==> src/rtl/lc3_mmio.sv <==
// LC3 memory-mapped I/O stage: decodes KBSR/KBDR/DSR/DDR, buffers keyboard
// characters in a small FIFO, drives a valid/ack display channel and keeps
// I/O stores away from the data memory.
module lc3_mmio #(
    parameter int ADDRESS_WIDTH   = 16,
    parameter int KBD_FIFO_DEPTH  = 4,
    parameter int DSP_BUSY_CYCLES = 8
) (
    input  logic                     clk,
    input  logic                     reset,
    input  logic [ADDRESS_WIDTH-1:0] mar,
    input  logic [15:0]              mdr,
    input  logic                     memwe,
    input  logic                     memre,
    output logic                     io_sel,
    output logic [15:0]              ioOut,
    output logic                     mem_we_gated,
    input  logic                     kbd_valid,
    input  logic [7:0]               kbd_data,
    output logic                     kbd_ready,
    output logic                     kbd_irq,
    output logic                     dsp_valid,
    output logic [7:0]               dsp_data,
    input  logic                     dsp_ack
);

    localparam int PTR_W  = $clog2(KBD_FIFO_DEPTH);
    localparam int CNT_W  = PTR_W + 1;
    localparam int BUSY_W = $clog2(DSP_BUSY_CYCLES + 1);

    localparam logic [ADDRESS_WIDTH-1:0] KBSR_ADDR = ADDRESS_WIDTH'(16'hFE00);
    localparam logic [ADDRESS_WIDTH-1:0] KBDR_ADDR = ADDRESS_WIDTH'(16'hFE02);
    localparam logic [ADDRESS_WIDTH-1:0] DSR_ADDR  = ADDRESS_WIDTH'(16'hFE04);
    localparam logic [ADDRESS_WIDTH-1:0] DDR_ADDR  = ADDRESS_WIDTH'(16'hFE06);

    // Display channel states
    localparam logic [1:0] ST_IDLE = 2'd0;
    localparam logic [1:0] ST_SEND = 2'd1;
    localparam logic [1:0] ST_HOLD = 2'd2;

    // Address decode
    logic hit_kbsr, hit_kbdr, hit_dsr, hit_ddr;
    assign hit_kbsr = (mar == KBSR_ADDR);
    assign hit_kbdr = (mar == KBDR_ADDR);
    assign hit_dsr  = (mar == DSR_ADDR);
    assign hit_ddr  = (mar == DDR_ADDR);

    assign io_sel       = hit_kbsr | hit_kbdr | hit_dsr | hit_ddr;
    assign mem_we_gated = memwe & ~io_sel;

    // Only mdr[14] (KBSR.IE) and mdr[7:0] (DDR character) are ever written.
    logic unused_mdr;
    assign unused_mdr = ^{mdr[15], mdr[13:8]};

    // Keyboard FIFO state
    logic [7:0]       fifo_mem [KBD_FIFO_DEPTH];
    logic [PTR_W-1:0] wr_ptr, rd_ptr;
    logic [CNT_W-1:0] fifo_count;
    logic             fifo_empty, fifo_full;
    logic             push, pop;
    logic             kbsr_ie;

    assign fifo_empty = (fifo_count == '0);
    assign fifo_full  = (fifo_count == CNT_W'(KBD_FIFO_DEPTH));
    assign kbd_ready  = ~fifo_full;
    assign kbd_irq    = kbsr_ie & ~fifo_empty;

    // A pop on an empty FIFO is ignored even if a push lands in the same cycle,
    // so the load sees 0x0000 and the new character stays queued.
    assign push = kbd_valid & ~fifo_full;
    assign pop  = memre & hit_kbdr & ~fifo_empty;

    // Display channel state
    logic [1:0]        dsp_state;
    logic [BUSY_W-1:0] busy_cnt;
    logic              dsr_ready;
    logic              dsr_ovr;
    logic              ddr_write;

    assign dsr_ready = (dsp_state == ST_IDLE);
    assign ddr_write = memwe & hit_ddr;

    // FIFO storage: write the incoming character into the tail slot
    // NOTE: the storage array has no reset; fifo_count alone says which slots
    // hold data, and leaving it unreset lets it map onto plain RAM/registers.
    always_ff @(posedge clk) begin
        if (!reset && push) begin
            fifo_mem[wr_ptr] <= kbd_data;
        end
    end

    // FIFO pointers and occupancy count
    // NOTE: every clocked block uses non-blocking assignments so all registers
    // sample pre-edge values; blocking here would make results order-dependent.
    always_ff @(posedge clk) begin
        if (reset) begin
            wr_ptr     <= '0;
            rd_ptr     <= '0;
            fifo_count <= '0;
        end else begin
            if (push) wr_ptr <= wr_ptr + PTR_W'(1);
            if (pop)  rd_ptr <= rd_ptr + PTR_W'(1);
            case ({push, pop})
                2'b10:   fifo_count <= fifo_count + CNT_W'(1);
                2'b01:   fifo_count <= fifo_count - CNT_W'(1);
                default: fifo_count <= fifo_count;
            endcase
        end
    end

    // KBSR interrupt enable: the only writable status bit
    always_ff @(posedge clk) begin
        if (reset) begin
            kbsr_ie <= 1'b0;
        end else if (memwe && hit_kbsr) begin
            kbsr_ie <= mdr[14];
        end
    end

    // Display handshake FSM: latch on DDR write, hold until ack, then stay busy
    always_ff @(posedge clk) begin
        if (reset) begin
            dsp_state <= ST_IDLE;
            dsp_valid <= 1'b0;
            dsp_data  <= 8'h00;
            busy_cnt  <= '0;
        end else begin
            case (dsp_state)
                ST_IDLE: begin
                    if (ddr_write) begin
                        dsp_data  <= mdr[7:0];
                        dsp_valid <= 1'b1;
                        dsp_state <= ST_SEND;
                    end
                end
                ST_SEND: begin
                    if (dsp_ack) begin
                        dsp_valid <= 1'b0;
                        busy_cnt  <= BUSY_W'(DSP_BUSY_CYCLES - 1);
                        dsp_state <= ST_HOLD;
                    end
                end
                ST_HOLD: begin
                    if (busy_cnt == '0) begin
                        dsp_state <= ST_IDLE;
                    end else begin
                        busy_cnt <= busy_cnt - BUSY_W'(1);
                    end
                end
                default: begin
                    dsp_state <= ST_IDLE;
                    dsp_valid <= 1'b0;
                end
            endcase
        end
    end

    // Sticky overrun flag: a DDR write while busy sets it, a DSR load clears it
    always_ff @(posedge clk) begin
        if (reset) begin
            dsr_ovr <= 1'b0;
        end else if (ddr_write && !dsr_ready) begin
            dsr_ovr <= 1'b1;
        end else if (memre && hit_dsr) begin
            dsr_ovr <= 1'b0;
        end
    end

    // Device read mux, valid in the same cycle as mar
    // NOTE: ioOut gets a default before the branches so no path leaves it
    // unassigned, which would otherwise infer a latch.
    always_comb begin
        ioOut = 16'h0000;
        if (hit_kbsr) begin
            ioOut = {~fifo_empty, kbsr_ie, 14'b0};
        end else if (hit_kbdr) begin
            ioOut = fifo_empty ? 16'h0000 : {8'h00, fifo_mem[rd_ptr]};
        end else if (hit_dsr) begin
            ioOut = {dsr_ready, 14'b0, dsr_ovr};
        end
    end

endmodule

==> config.mk <==
export PLATFORM = sky130hd
export DESIGN_NAME = lc3_mmio
export DESIGN_NICKNAME = d
export VERILOG_FILES = /design/src/rtl/lc3_mmio.sv
export SDC_FILE = /design/constraint.sdc
export NUM_CORES = 1
export LEC_CHECK = 0
export CAP_MARGIN = 10
export CORE_UTILIZATION = 47
export DETAILED_ROUTE_END_ITERATION = 12
export PLACE_DENSITY = 0.83
export SLEW_MARGIN = 20
export SYNTH_ARGS = -nofsm -noshare
export SYNTH_HDL_FRONTEND = slang
export SYNTH_SLANG_ARGS = --single-unit
==> constraint.sdc <==
create_clock -name clk -period 4.65 [get_ports clk]
set_input_delay 0.93 -clock clk [delete_from_list [all_inputs] [get_ports clk]]
set_output_delay 0.93 -clock clk [all_outputs]
set_load 0.05 [all_outputs]
==> results.txt <==
* Category of the most critical setup path: input port to output port
* Total GRT Usage: roughly a fifth
* Number of inserted diodes: 0
* Overflow left after global routing: 0
- For flop-to-flop paths, the worst setup slack is approximately 2300 ps.
- Drt first pass iters: 4
- Post-synthesis average cell area: ~12 sq um
- Entering global routing, the biggest net connects 27 pins.
- TritonCTS built the clock tree.
* Slowest-stage cell, CP: sky130_fd_sc_hd__or4_4
* Final std cell area, no fill: ~3500 sq um
- Total buffers and inverters traversed by the critical path: 4
- The completed layout was analyzed and its total power is between 0.001 and 0.0015 W.
- The worst register-to-register path ends at fifo_count[2].
- The first global-routing pass estimated 8640 microns of wire.
- Fraction of final layout cells sized beyond drive strength 1: about an eighth
- The total count of hold-check failures in the final report was 0.
* Min Tclk post-route: about 4300 ps
- WP data required: about 3700 ps
- Top cells by count, synth: 32 x sky130_fd_sc_hd__edfxtp_1, 26 x sky130_fd_sc_hd__dfxtp_1, 19 x sky130_fd_sc_hd__a21oi_1
- Reg clk slew, reported paths: roughly 60 ps
- The most common cell in the synthesized netlist is sky130_fd_sc_hd__edfxtp_1.
- DRT Wirelength: 5140 microns
- Register bit count reported by yosys: 58
- The number of setup buffers added after CTS is 0.
- STA classifies the critical path startpoint as an input port.
* Async set or reset register ratio after synthesis: 0%
- Measured against its own limit, the worst slew margin works out to 64.1%.
- Synth warnings: 0
- # DRC: 0
* Kind of cell with the highest combined delay on the critical path: simple AND/OR/NAND/NOR gates
* Sequential cell area fraction in the yosys report: between 50% and 60%
- Once the floorplan was initialized, standard cells occupied 49.5% of the core.
- Clock tree synthesis found a total of 58 sinks.
* Static leakage: 1.21 nW
* CTS Buffer Depth: 2
- Summing every instance area after synthesis gives 2580 sq um.
- DP Area: roughly 3300 sq um
- VDD sags by at most 277 uV.
- STA puts the critical path data arrival time at 3360 ps.
* Run status: finished, final reports clean
- The floorplan step defined a die boundary enclosing between 5000 and 6000 sq um.
- Across all hold checks on the routed design, the worst slack comes to ~470 ps.
* Resized cells post-CTS: 0
* Worst Clk Skew: ~3.6 ps
- Once detail routing completed, the nets flagged for antenna violations numbered 0.
* Depth of the critical timing path with buffers and inverters included: 8
- Dividing total power by cell area gives a power density of roughly 300 nW/um^2.
- Width of the die: 76.0 microns
- At the pin with the least slew margin, the transition time is 537 ps.
- Post-cts hold buffer count: 0
- In this run the worst path has a maximum fanout of 15.
- Number of vias after detailed routing: 1900
* Delay of the slowest critical-path stage: between 600 and 700 ps
* Starting DRC count in detailed routing: 94
- Proportion of netlist area held by the largest area contributor: around 37%
- Average detailed-routed wire length per instance: between 10 and 15 microns
- The worst setup path is captured at an output port.
- For the worst-skew pair, the clock arrives at the later sink with an insertion delay of between 300 and 400 ps.
* Gate Count Post-Synth: 220
* FMAX: approximately 0.23 GHz
* Net count of the finished layout: between 300 and 400
- Tracing the worst setup path back leads to its startpoint at mar[0].
* Most area-hungry cell type in the Yosys netlist: sky130_fd_sc_hd__edfxtp_1
- # IOs: 75
* Fraction of the cycle the final worst path needs: a little over 90%
- Critical path capture point: ioOut[0]
- HPWL Detailed: between 3000 and 4000 microns
- Antenna violations before repair: 0
- Final weighted congestion in routability-driven placement: between 0.7 and 0.8
- Placeable core area: about 5200 sq um
- By area the synthesized netlist is led by sky130_fd_sc_hd__edfxtp_1 37%, sky130_fd_sc_hd__dfxtp_1 20%, sky130_fd_sc_hd__mux4_2 7.0%.
- The total count of max-transition violations in the final report was 0.
* Worst reg2reg path startpoint: fifo_count[1]
- The tightest min-delay check is of the register to register type.
- Setup TNS Final: 0 ps
- In this run the core area contains 26 standard-cell rows.
- Setup repair after global routing left no endpoint under its margin.
- After detailed routing, the number of vias per cell comes to between 5 and 6.
- Number of I/O port buffers: 61
- In this run the vertical extent of the chip is between 70 and 80 microns.
- The H-tree was split into 3 levels.
* Count of flip-flops with a built-in enable after synthesis: 32
* Max Cap Viol: 0
- Walking the worst path, the cells encountered are clkdlybuf4s50_1, or4_1, or4_4, inv_1, buf_4, nand4_1, a21oi_1, buf_12.
- Via count of the first global-routing pass: ~1900
- Share of the core filled with cells in the final layout: 67.5%
* Final setup fails: 0
- Compared with the post-synthesis result, the final layout area differs by 36.3%.
* Logic depth of the worst register-to-register path: 11
- Counting distinct cell types in the post-synthesis netlist gives 35.
- In this run, CTS created clock tree buffers numbering 9.
* CTS root buffer: sky130_fd_sc_hd__clkbuf_8
* Leading register cell type out of synthesis: sky130_fd_sc_hd__edfxtp_1
-- sequential cells by signal, indices dropped and copies added, names as in the netlist, 2 cells and up, named ones only --
signal      count
busy_cnt        4
dsp_data        8
dsp_state       2
fifo_count      3
fifo_mem       32
rd_ptr          2
wr_ptr          2
-- report_power, final --
group	internal [W]	switching, W	leakage [nW]
sequential	0.000552	0.00000474	0.501
clock	0.000243	0.000174	0.0894
combinational	0.0000450	0.0000468	0.622
total	0.000841	0.000226	1.21
-- layout make-up --
cell class	count	area [sq um]
Fill cell	376	1690
Sequential cell	58	1480
Multi-Input combinational cell	138	981
Timing Repair Buffer	66	731
Clock buffer	12	135
Tap cell	70	87.6
Inverter	14	52.6
Clock inverter	4	42.5
-- worst reg2reg max path, stage by stage (launching register included) --
cell                      delay (ps)
sky130_fd_sc_hd__dfxtp_1         380
sky130_fd_sc_hd__or3_1           160
sky130_fd_sc_hd__and2_1          180
sky130_fd_sc_hd__nand3_1          90
sky130_fd_sc_hd__buf_4           170
sky130_fd_sc_hd__nor2_1          120
sky130_fd_sc_hd__ha_1            190
sky130_fd_sc_hd__inv_1            60
sky130_fd_sc_hd__fa_1            370
sky130_fd_sc_hd__xor2_1          160
sky130_fd_sc_hd__or3_1           300
sky130_fd_sc_hd__a21oi_1         140
-- stage by stage --
step	setup WS [ps]	std cells
final	362	362
after global routing	250	362
after CTS	357	362
after detailed placement	360	346
after global placement	385	346
after floorplan	284	225
-- per-layer routing --
| metal | share of wire, % | up-vias | track usage [%] | routed length (microns) |
|---|---|---|---|---|
| met5 | 0 | - | 0 | 0 |
| met4 | 1.9 | 0 | 10.4 | 99 |
| met3 | 3.3 | 9 | 3.35 | 168 |
| met2 | 53 | 42 | 32.5 | 2730 |
| met1 | 42 | 913 | 23.7 | 2140 |
| li1 | - | 936 | - | - |
-- worst min-delay path by stage --
| stage | startpoint | endpoint | slack [ps] | cells after the start |
|---|---|---|---|---|
| after floorplan | kbsr_ie | kbsr_ie | 450 | 2 |
| after global placement | dsp_data[1] | dsp_data[1] | 460 | 2 |
| after detailed placement | dsr_ovr | dsr_ovr | 460 | 2 |
| after CTS | dsr_ovr | dsr_ovr | 470 | 2 |
| after global routing | dsr_ovr | dsr_ovr | 500 | 2 |
| final | kbsr_ie | kbsr_ie | 470 | 2 |
-- cells by family after synthesis --
group / count (synthesis) / synth area share, %
fa+ha+maj: 7 / 3.69
flops: 58 / 57.5
compound gates: 40 / 8.74
other cells: 1 / 0.146
mux: 8 / 6.99
xor+xnor: 4 / 1.36
simple gates: 73 / 16.4
buf+inv: 29 / 5.15
-- layout by cell type (no fill, tap or decap), types with 9 or more instances in the layout --
cell type                         instances
sky130_fd_sc_hd__a21oi_1                 19
sky130_fd_sc_hd__edfxtp_1                32
sky130_fd_sc_hd__dfxtp_1                 26
sky130_fd_sc_hd__o21ai_0                 11
sky130_fd_sc_hd__nand4_1                 11
sky130_fd_sc_hd__inv_1                   14
sky130_fd_sc_hd__buf_12                   9
sky130_fd_sc_hd__clkbuf_8                 9
sky130_fd_sc_hd__clkdlybuf4s50_1         49
sky130_fd_sc_hd__nor2_1                  15
sky130_fd_sc_hd__nor2b_1                  9
(Power assumes the default switching activity.)
